$ cat src/rtl/ram_arbiter.sv
// Two-port req/ack arbiter in front of the single-port data RAM.
// Every RAM control is registered, so the RAM sees stable inputs across its negedge write.
module ram_arbiter #(
    parameter int ADDR_WIDTH     = 5,
    parameter int DATA_WIDTH     = 32,
    parameter int FIXED_PRIORITY = 0
) (
    input  logic                  clock,
    input  logic                  reset,
    input  logic                  req0,
    input  logic                  we0,
    input  logic [ADDR_WIDTH-1:0] addr0,
    input  logic [DATA_WIDTH-1:0] wdata0,
    output logic                  ack0,
    output logic [DATA_WIDTH-1:0] rdata0,
    input  logic                  req1,
    input  logic                  we1,
    input  logic [ADDR_WIDTH-1:0] addr1,
    input  logic [DATA_WIDTH-1:0] wdata1,
    output logic                  ack1,
    output logic [DATA_WIDTH-1:0] rdata1,
    output logic                  busy,
    output logic                  grant,
    output logic [ADDR_WIDTH-1:0] ram_address,
    output logic [DATA_WIDTH-1:0] ram_data_in,
    output logic                  ram_we,
    output logic                  ram_chip_select,
    input  logic [DATA_WIDTH-1:0] ram_data_out
);

    typedef enum logic [1:0] {IDLE, ACCESS, ACK} state_t;

    state_t                state, state_d;
    logic                  last_served, last_served_d;
    logic                  winner;
    logic                  ack0_d, ack1_d, busy_d, grant_d;
    logic                  ram_we_d, ram_chip_select_d;
    logic [ADDR_WIDTH-1:0] ram_address_d;
    logic [DATA_WIDTH-1:0] ram_data_in_d, rdata0_d, rdata1_d;

    // A tie goes to port 0 under fixed priority, otherwise to the port not served last.
    always_comb begin
        if (req0 && req1)
            winner = (FIXED_PRIORITY != 0) ? 1'b0 : ~last_served;
        else
            winner = req1;
    end

    always_comb begin
        // NOTE: every output gets a default before the case so no path leaves one unassigned (no latch).
        state_d           = state;
        last_served_d     = last_served;
        ack0_d            = 1'b0;
        ack1_d            = 1'b0;
        busy_d            = busy;
        grant_d           = grant;
        ram_we_d          = ram_we;
        ram_chip_select_d = ram_chip_select;
        ram_address_d     = ram_address;
        ram_data_in_d     = ram_data_in;
        rdata0_d          = rdata0;
        rdata1_d          = rdata1;

        case (state)
            IDLE: begin
                if (req0 || req1) begin
                    state_d           = ACCESS;
                    grant_d           = winner;
                    busy_d            = 1'b1;
                    ram_chip_select_d = 1'b1;
                    ram_we_d          = winner ? we1 : we0;
                    ram_address_d     = winner ? addr1 : addr0;
                    ram_data_in_d     = winner ? wdata1 : wdata0;
                end
            end
            ACCESS: begin
                state_d           = ACK;
                ram_chip_select_d = 1'b0;
                ram_we_d          = 1'b0;
                last_served_d     = grant;
                if (grant) ack1_d = 1'b1;
                else       ack0_d = 1'b1;
                if (!ram_we) begin
                    if (grant) rdata1_d = ram_data_out;
                    else       rdata0_d = ram_data_out;
                end
            end
            ACK: begin
                state_d = IDLE;
                busy_d  = 1'b0;
            end
            default: state_d = IDLE;
        endcase
    end

    // NOTE: state registers use non-blocking assignments so all of them update together at the edge.
    always_ff @(posedge clock or posedge reset) begin
        if (reset) begin
            state           <= IDLE;
            last_served     <= 1'b1;
            ack0            <= 1'b0;
            ack1            <= 1'b0;
            busy            <= 1'b0;
            grant           <= 1'b0;
            ram_we          <= 1'b0;
            ram_chip_select <= 1'b0;
            ram_address     <= '0;
            ram_data_in     <= '0;
            rdata0          <= '0;
            rdata1          <= '0;
        end else begin
            state           <= state_d;
            last_served     <= last_served_d;
            ack0            <= ack0_d;
            ack1            <= ack1_d;
            busy            <= busy_d;
            grant           <= grant_d;
            ram_we          <= ram_we_d;
            ram_chip_select <= ram_chip_select_d;
            ram_address     <= ram_address_d;
            ram_data_in     <= ram_data_in_d;
            rdata0          <= rdata0_d;
            rdata1          <= rdata1_d;
        end
    end

endmodule
$ cat config.mk
export PLATFORM = sky130hd
export DESIGN_NAME = ram_arbiter
export DESIGN_NICKNAME = d
export VERILOG_FILES = /design/src/rtl/ram_arbiter.sv
export SDC_FILE = /design/constraint.sdc
export NUM_CORES = 1
export LEC_CHECK = 0
export ABC_AREA = 1
export CAP_MARGIN = 20
export CORE_ASPECT_RATIO = 1.5
export CORE_UTILIZATION = 41
export DETAILED_ROUTE_END_ITERATION = 10
export PLACE_DENSITY = 0.79
export REMOVE_ABC_BUFFERS = 1
export SLEW_MARGIN = 20
export SYNTH_ARGS = -nofsm -noshare
export SYNTH_HDL_FRONTEND = slang
export SYNTH_SLANG_ARGS = --single-unit
export TNS_END_PERCENT = 1
$ cat constraint.sdc
create_clock -name clock -period 10.25 [get_ports clock]
set_input_delay 2.5625 -clock clock [delete_from_list [all_inputs] [get_ports clock]]
set_output_delay 2.5625 -clock clock [all_outputs]
set_load 0.01 [all_outputs]
* Yosys cells after proc, flatten, opt, wreduce, memory -nomap -nowiden
Cells that the tools add are included.
** Cells by class
- Add/sub/neg operators :: 0
- Div/mod/pow operators :: 0
- Shifts and indexed selects :: 0
- Equality and inequality tests :: 3
- $lt $le $gt $ge :: 0
- Reductions and logical operators :: 10
- Multiply operators :: 0
- Muxes and demuxes :: 15
- Bitwise gates (word level) :: 3
** Operators with widths (number)
- two-way mux 32 bit :: 1
- two-way mux 1 bit :: 8
- case mux 1 bit (2 select lines) :: 3
- AND reduction 2 bit :: 3
- AND reduction 3 bit :: 2
- two-way mux 5 bit :: 1
- case mux 2 bit (2 select lines) :: 1
- nonzero test 2 bit :: 2
- inverter 1 bit :: 3
- equality test 2 x 1 -> 1 bit (second input constant) :: 1
- equality test 2 bit (second input constant) :: 1
- zero test 2 bit :: 1
- two-way mux 2 bit :: 1
- != test 2 bit (second input constant) :: 1
- logical AND 1 bit :: 1
- logical OR 1 bit :: 1
** Word-level totals
- Output and inout bits :: 107
- Input bits :: 112
- Bits in latches :: 0
- ROM bits :: 0
- Memories kept :: 0
- Register bits after elaboration :: 110
- Memory bits (writable) :: 0
- Word-level logic and storage cells :: 43

* Logic depth before layout (Yosys ltp)
Gate-level depths: netlist of the first run.
- Depth in word-level cells :: 5
- Depth in mapped cells :: 7
- Mapped depth without buffers :: 5

* Least setup slack after synthesis of the first run
Ideal clock, no wire load.
- Kind :: input to register
- Start point :: in req0
- End point :: reg ram_address[0]
- Slack :: 6.954 ns
- Path buffers :: 2
- Library setup time :: 0.117 ns
- Stages on the path :: 6
- Required time :: 10.133 ns
- Arrival :: 3.179 ns
- Cells stage by stage :: nand2_1 -> buf_2 -> buf_2 -> nand3_1 -> nand3_1 -> nand2_1
** On the way
- Longest elaborated chain between the ends :: 3
- Elaborated cells between the ends (all ways) :: 5
- Classes of those cells :: 2 x mux; 3 x reduce/logical
** RTL lines
- start, declared :: line 10 : input logic req0,
- logical AND 1 bit :: line 43 : if (req0 && req1)
- two-way mux 1 bit :: line 43
- two-way mux 5 bit :: line 72 : ram_address_d = winner ? addr1 : addr0;
- end signal, assigned :: line 120 : ram_address <= ram_address_d;
- end, declared :: line 24 : output logic [ADDR_WIDTH-1:0] ram_address,
Several ways; a longest one is shown, not always the timed one.
A chain may end at the register's enable or synchronous reset.

* Worst setup path after layout of the first run
- Start point :: in req0
- End point :: reg ram_data_in[18]
** On the way
- Longest elaborated chain between the ends :: 3
- Elaborated cells between the ends (all ways) :: 5
- Classes of those cells :: 2 x mux; 3 x reduce/logical
** RTL lines
- logical AND 1 bit :: line 43
- two-way mux 1 bit :: line 43
- two-way mux 32 bit :: line 73 : ram_data_in_d = winner ? wdata1 : wdata0;
- end signal, assigned :: line 121 : ram_data_in <= ram_data_in_d;
- end, declared :: line 25 : output logic [DATA_WIDTH-1:0] ram_data_in,
Several ways; a longest one is shown, not always the timed one.

==> results of run 1 <==
==> worst min-delay path: stages (launching register included) <==
cell	delay, ns
dfrtp_1	0.34
nand2_1	0.06
nand2_1	0.05
==> per-stage QoR <==
stage | hold slack (ns) | setup slack [ns]
after detailed placement | 0.465 | 5.78
after CTS | 0.483 | 6.14
after global routing | 0.504 | 5.97
final | 0.482 | 6.11
after floorplan | 0.443 | 4.79
after global placement | 0.455 | 5.52
==> area by class of cell <==
| class | instances | area, um^2 | area share |
|---|---|---|---|
| clock inverter | 6 | 67.6 | 0.00916 |
| inverter | 114 | 430 | 0.0584 |
| tap | 150 | 188 | 0.0254 |
| clock buffer | 10 | 229 | 0.0310 |
| sequential | 110 | 2750 | 0.373 |
| multi-input combinational | 340 | 1490 | 0.202 |
| timing repair buffer | 223 | 2220 | 0.301 |
==> power breakdown <==
| group | switching, mW | total (mW) | leakage (nW) | internal [mW] |
|---|---|---|---|---|
| registers | 0.122 | 0.774 | 1.34 | 0.652 |
| clock network | 0.152 | 0.343 | 0.139 | 0.191 |
| logic | 0.471 | 0.985 | 2.29 | 0.515 |
==> Yosys cell counts <==
cell	count	area (um^2)
buf_2	19	95.1
buf_4	2	15.0
buf_6	6	67.6
clkbuf_1	5	18.8
dfrtp_1	109	2730
dfstp_2	1	26.3
inv_1	114	428
nand2_1	187	702
nand2_4	2	22.5
nand3_1	77	385
nor2_1	5	18.8
nor2_2	1	6.26
nor2_4	1	11.3
o21ai_0	33	165
o21ai_1	33	165
o21ai_2	1	8.76
==> routing by layer <==
layer	global-route usage	vias to the layer above
li1	-	2210
met5	0	-
met4	0.110	0
met1	0.227	2049
met2	0.360	226
met3	0.0466	29
==> worst min path at each step <==
stage | start | to | slack [ns] | cells after the start
2_1_floorplan | last_served$_DFFE_PP1P_ | last_served$_DFFE_PP1P_ | 0.44 | 2
3_3_place_gp | last_served$_DFFE_PP1P_ | last_served$_DFFE_PP1P_ | 0.45 | 2
3_5_place_dp | ram_address[1]$_DFFE_PP0P_ | ram_address[1]$_DFFE_PP0P_ | 0.46 | 2
4_1_cts | ram_address[1]$_DFFE_PP0P_ | ram_address[1]$_DFFE_PP0P_ | 0.48 | 2
5_1_grt | ram_data_in[13]$_DFFE_PP0P_ | ram_data_in[13]$_DFFE_PP0P_ | 0.50 | 2
6_report | ram_address[1]$_DFFE_PP0P_ | ram_address[1]$_DFFE_PP0P_ | 0.48 | 2
==> logic make-up after synthesis <==
| logic type | after synthesis | share of synthesized area |
|---|---|---|
| flops | 110 | 0.566 |
| compound gates | 67 | 0.0697 |
| buf+inv | 146 | 0.128 |
| simple gates | 273 | 0.236 |
==> registers in the layout, indices dropped and copies added (netlist names) <==
register	cells
last_served	1
rdata0	32
ram_chip_select	1
rdata1	32
ack1	1
ack0	1
ram_we	1
busy	1
grant	1
state	2
ram_address	5
ram_data_in	32
==> impl_metrics.yaml, run 1 <==
setup_path:
  max_stage_delay_ns: 0.54
  cpMostUsedCell: "nand2_1"
  path_buf_inv: 2
  slowest_stage: "nand2_2"
  crit_chain: "clkdlybuf4s50_1 -> nand2_1 -> buf_4 -> nand2_2 -> nand2_1 -> nand3_1 -> nand2_1"
  startpoint: "req0"
  critPathTopFamily: "simple AND/OR/NAND/NOR gates"
  worst-endpoint-arrival_ns: 4.41
  rr_worst_depth: 6
  endpoint_kind: "flip-flop"
  r2r-start: "last_served$_DFFE_PP1P_"
  worstSetupPathType: "in -> reg"
  critPathLaunchType: "primary input"
  timing.rr.end: "ram_address[0]$_DFFE_PP0P_"
  cp.depth: 7
  required_ns: 10.52
  cp_max_fo: 39
  rrSetupSlack_ns: 8.37
  critPathCapture: "ram_data_in[18]$_DFFE_PP0P_"
clock_network:
  cts_root_buffer: "clkbuf_16"
  postCtsHoldBufs: 0
  cts_tree: "yes"
  postCtsResizedCells: 0
  clkSinkCount: 110
  cts_buffers: 9
  htreeDepth: 3
  clk_path_buf_depth: 2
  clock_latency_ns: 0.34
  clk_pin_slew_ns: 0.07
  cts_setup_buffers: 0
timing:
  max_slew_margin: 0.509
  fin_tns_setup_ns: 0
  finalCritPeriodShare: 0.404
  grt_setup_unrepaired: "no"
  worst_slew_pin_slew_ns: 0.734
  fmax_mhz: 242
  finalSetupViolations: 0
  drv_slew: 0
  period_needed_ns: 4.14
  hold_viol_final: 0
  skew_ns: 0.0141
power:
  p_leak_nw: 3.77
  power_mw: 2.10
  powerDensity_mw_per_mm2: 285
  peakVddDrop_uv: 152
detailed_routing:
  wl_met2_um: 6180
  via_per_inst: 4.74
  wl_per_cell_um: 12.8
  finalWirelength_um: 12200
  drc_errors: 0
  maxUsedRoutingLayer: "met4"
  drtIter0Drc: 199
  ant_nets: 0
  drt-pass1-iter-count: 5
  wl_met1_um: 4570
  wl_met3_um: 1010
  vias: 4514
run_status:
  status: "finished, final reports clean"
global_route:
  grt_pass1_wl_um: 20200
  antenna_found_initial: 0
  gr-total-overflow: 0
  track_usage: 0.204
  grt_max_degree: 65
  grt_pass1_vias: 4453
floorplanning:
  core_mm2: 0.0115
  die_area_mm2: 0.0123
  die_w_um: 90.9
  ios: 219
  fp.dieH_um: 135
  std_cell_rows: 48
  initial_utilization: 0.422
finish:
  final_area_mm2: 0.00738
  fin_util: 0.640
  nets: 910
  instances_no_fill: 953
  layout-drive-gt1-share: 0.0349
  antenna_cells: 0
  area_growth_pct: 51.7
  final_common_cell: "clkdlybuf4s50_1"
  nFillCells: 959
  final_cell_mix: "218 x clkdlybuf4s50_1, 186 x nand2_1, 113 x inv_1"
synthesis:
  yosys.cell_types.count: 16
  syn_inst: 596
  yosysSeqAreaShare: 0.566
  avgSynthCellArea_um2: 8.16
  yosys_warnings: 0
  synth_area_mm2: 0.00486
  ys_ff_latch: 110
place:
  placed_cell_area_mm2: 0.00708
  port_buffers: 218
  place.gp.congestion: 0.760
  hpwl_um: 8940
  dpl.cell_count: 937
worst_hold_path:
  hp-class: "reg -> reg"
job:
  maxCapViolations: 0
(Power assumes the default switching activity.)
==> run 2: changes to the inputs <==
==> constraint.sdc (replaced) <==
create_clock -name clock -period 4.1 [get_ports clock]
set_input_delay 1.025 -clock clock [delete_from_list [all_inputs] [get_ports clock]]
set_output_delay 1.025 -clock clock [all_outputs]
set_load 0.01 [all_outputs]
==> impl_metrics.yaml, run 2 (synthesis gave the netlist of run 1 again) <==
run_status:
  status: "finished, final reports clean"
timing:
  finalCritPeriodShare: 0.616
  period_needed_ns: 2.52
  fin_tns_setup_ns: 0
  hold_viol_final: 0
  hold-worst-slack_ns: 0.479
  max_slew_margin: 0.555
  grt_setup_unrepaired: "no"
  fmax_mhz: 396
  finalSetupViolations: 0
  skew_ns: 0.0129
  drv_slew: 0
  worst_slew_pin_slew_ns: 0.668
  setup_slack_ns: 1.58
clock_network:
  cts_setup_buffers: 0
  postCtsHoldBufs: 0
  clk_path_buf_depth: 2
  clkSinkCount: 110
  cts_root_buffer: "clkbuf_16"
  cts_tree: "yes"
  htreeDepth: 3
  postCtsResizedCells: 0
  clock_latency_ns: 0.34
  clk_pin_slew_ns: 0.08
  cts_buffers: 9
floorplanning:
  die_area_mm2: 0.0123
  initial_utilization: 0.422
  die_w_um: 90.9
  core_mm2: 0.0115
  ios: 219
  fp.dieH_um: 135
  std_cell_rows: 48
global_route:
  grt_pass1_vias: 4469
  grt_max_degree: 65
  antenna_found_initial: 0
  grt_pass1_wl_um: 20300
  gr-total-overflow: 0
  track_usage: 0.206
place:
  hpwl_um: 9120
  placed_cell_area_mm2: 0.00710
  dpl.cell_count: 939
  place.gp.congestion: 0.807
  place_ws_ns: 1.22
  port_buffers: 218
detailed_routing:
  ant_nets: 0
  wl_met3_um: 691
  via_per_inst: 4.69
  finalWirelength_um: 12400
  drc_errors: 0
  maxUsedRoutingLayer: "met4"
  wl_per_cell_um: 13.0
  wl_met2_um: 6520
  drt-pass1-iter-count: 4
  drtIter0Drc: 158
  vias: 4475
  wl_met1_um: 4920
setup_path:
  critPathLaunchType: "primary input"
  worstSetupPathType: "in -> reg"
  rr_worst_depth: 7
  startpoint: "req1"
  cp_max_fo: 33
  required_ns: 4.34
  endpoint_kind: "flip-flop"
  r2r-start: "last_served$_DFFE_PP1P_"
  worst-endpoint-arrival_ns: 2.76
finish:
  top_regs: "ram_data_in: 32 flops, rdata0: 32 flops, rdata1: 32 flops"
  fin_util: 0.641
  final_area_mm2: 0.00739
  antenna_cells: 0
  instances_no_fill: 955
  area_growth_pct: 51.9
  final_common_cell: "clkdlybuf4s50_1"
  final_cell_mix: "218 x clkdlybuf4s50_1, 187 x nand2_1, 113 x inv_1"
  layout-drive-gt1-share: 0.0373
  nets: 912
worst_hold_path:
  hp-class: "reg -> reg"
  min_path_cells: 2
  hold_start: "ram_data_in[9]$_DFFE_PP0P_"
power:
  powerDensity_mw_per_mm2: 706
  p_leak_nw: 3.79
  power_mw: 5.22
  peakVddDrop_uv: 318
job:
  maxCapViolations: 0
## run 2: report_power, final
group	internal (mW)	leakage, nW	total [mW]	switching [mW]
sequential	1.63	1.34	1.95	0.315
clock	0.433	0.140	0.813	0.380
combinational	1.29	2.31	2.46	1.17
## run 2: final timing paths
kind / end / slack, ns
setup / recovery: ram_data_in[26]$_DFFE_PP0P_ / 1.58
hold / removal: ram_data_in[9]$_DFFE_PP0P_ / 0.48
setup reg to reg: ram_data_in[26]$_DFFE_PP0P_ / 2.26
hold reg to reg: ram_data_in[9]$_DFFE_PP0P_ / 0.48
max in group asynchronous: rdata0[21]$_DFFE_PP0P_ / 2.22
min in group asynchronous: rdata1[16]$_DFFE_PP0P_ / 1.13
## run 2: worst max-delay path, cell delays in order
cell and delay (ns):
clkdlybuf4s50_1 0.58, buf_4 0.29, nand2_1 0.21, buf_4 0.36, nand2_1 0.12, nand3_1 0.10
nand2_1 0.06
## run 2: final cells by class
class	count	area [um^2]
tap	150	188
clock inverter	6	43.8
sequential	110	2750
clock buffer	10	239
timing repair buffer	225	2250
inverter	114	430
multi-input combinational	340	1490
fill	949	4140
## run 2: routing by layer
layer | up-vias | global-route usage
met4 | 0 | 0.0785
met2 | 189 | 0.378
li1 | 2210 | -
met1 | 2058 | 0.240
met3 | 18 | 0.0348
met5 | - | 0
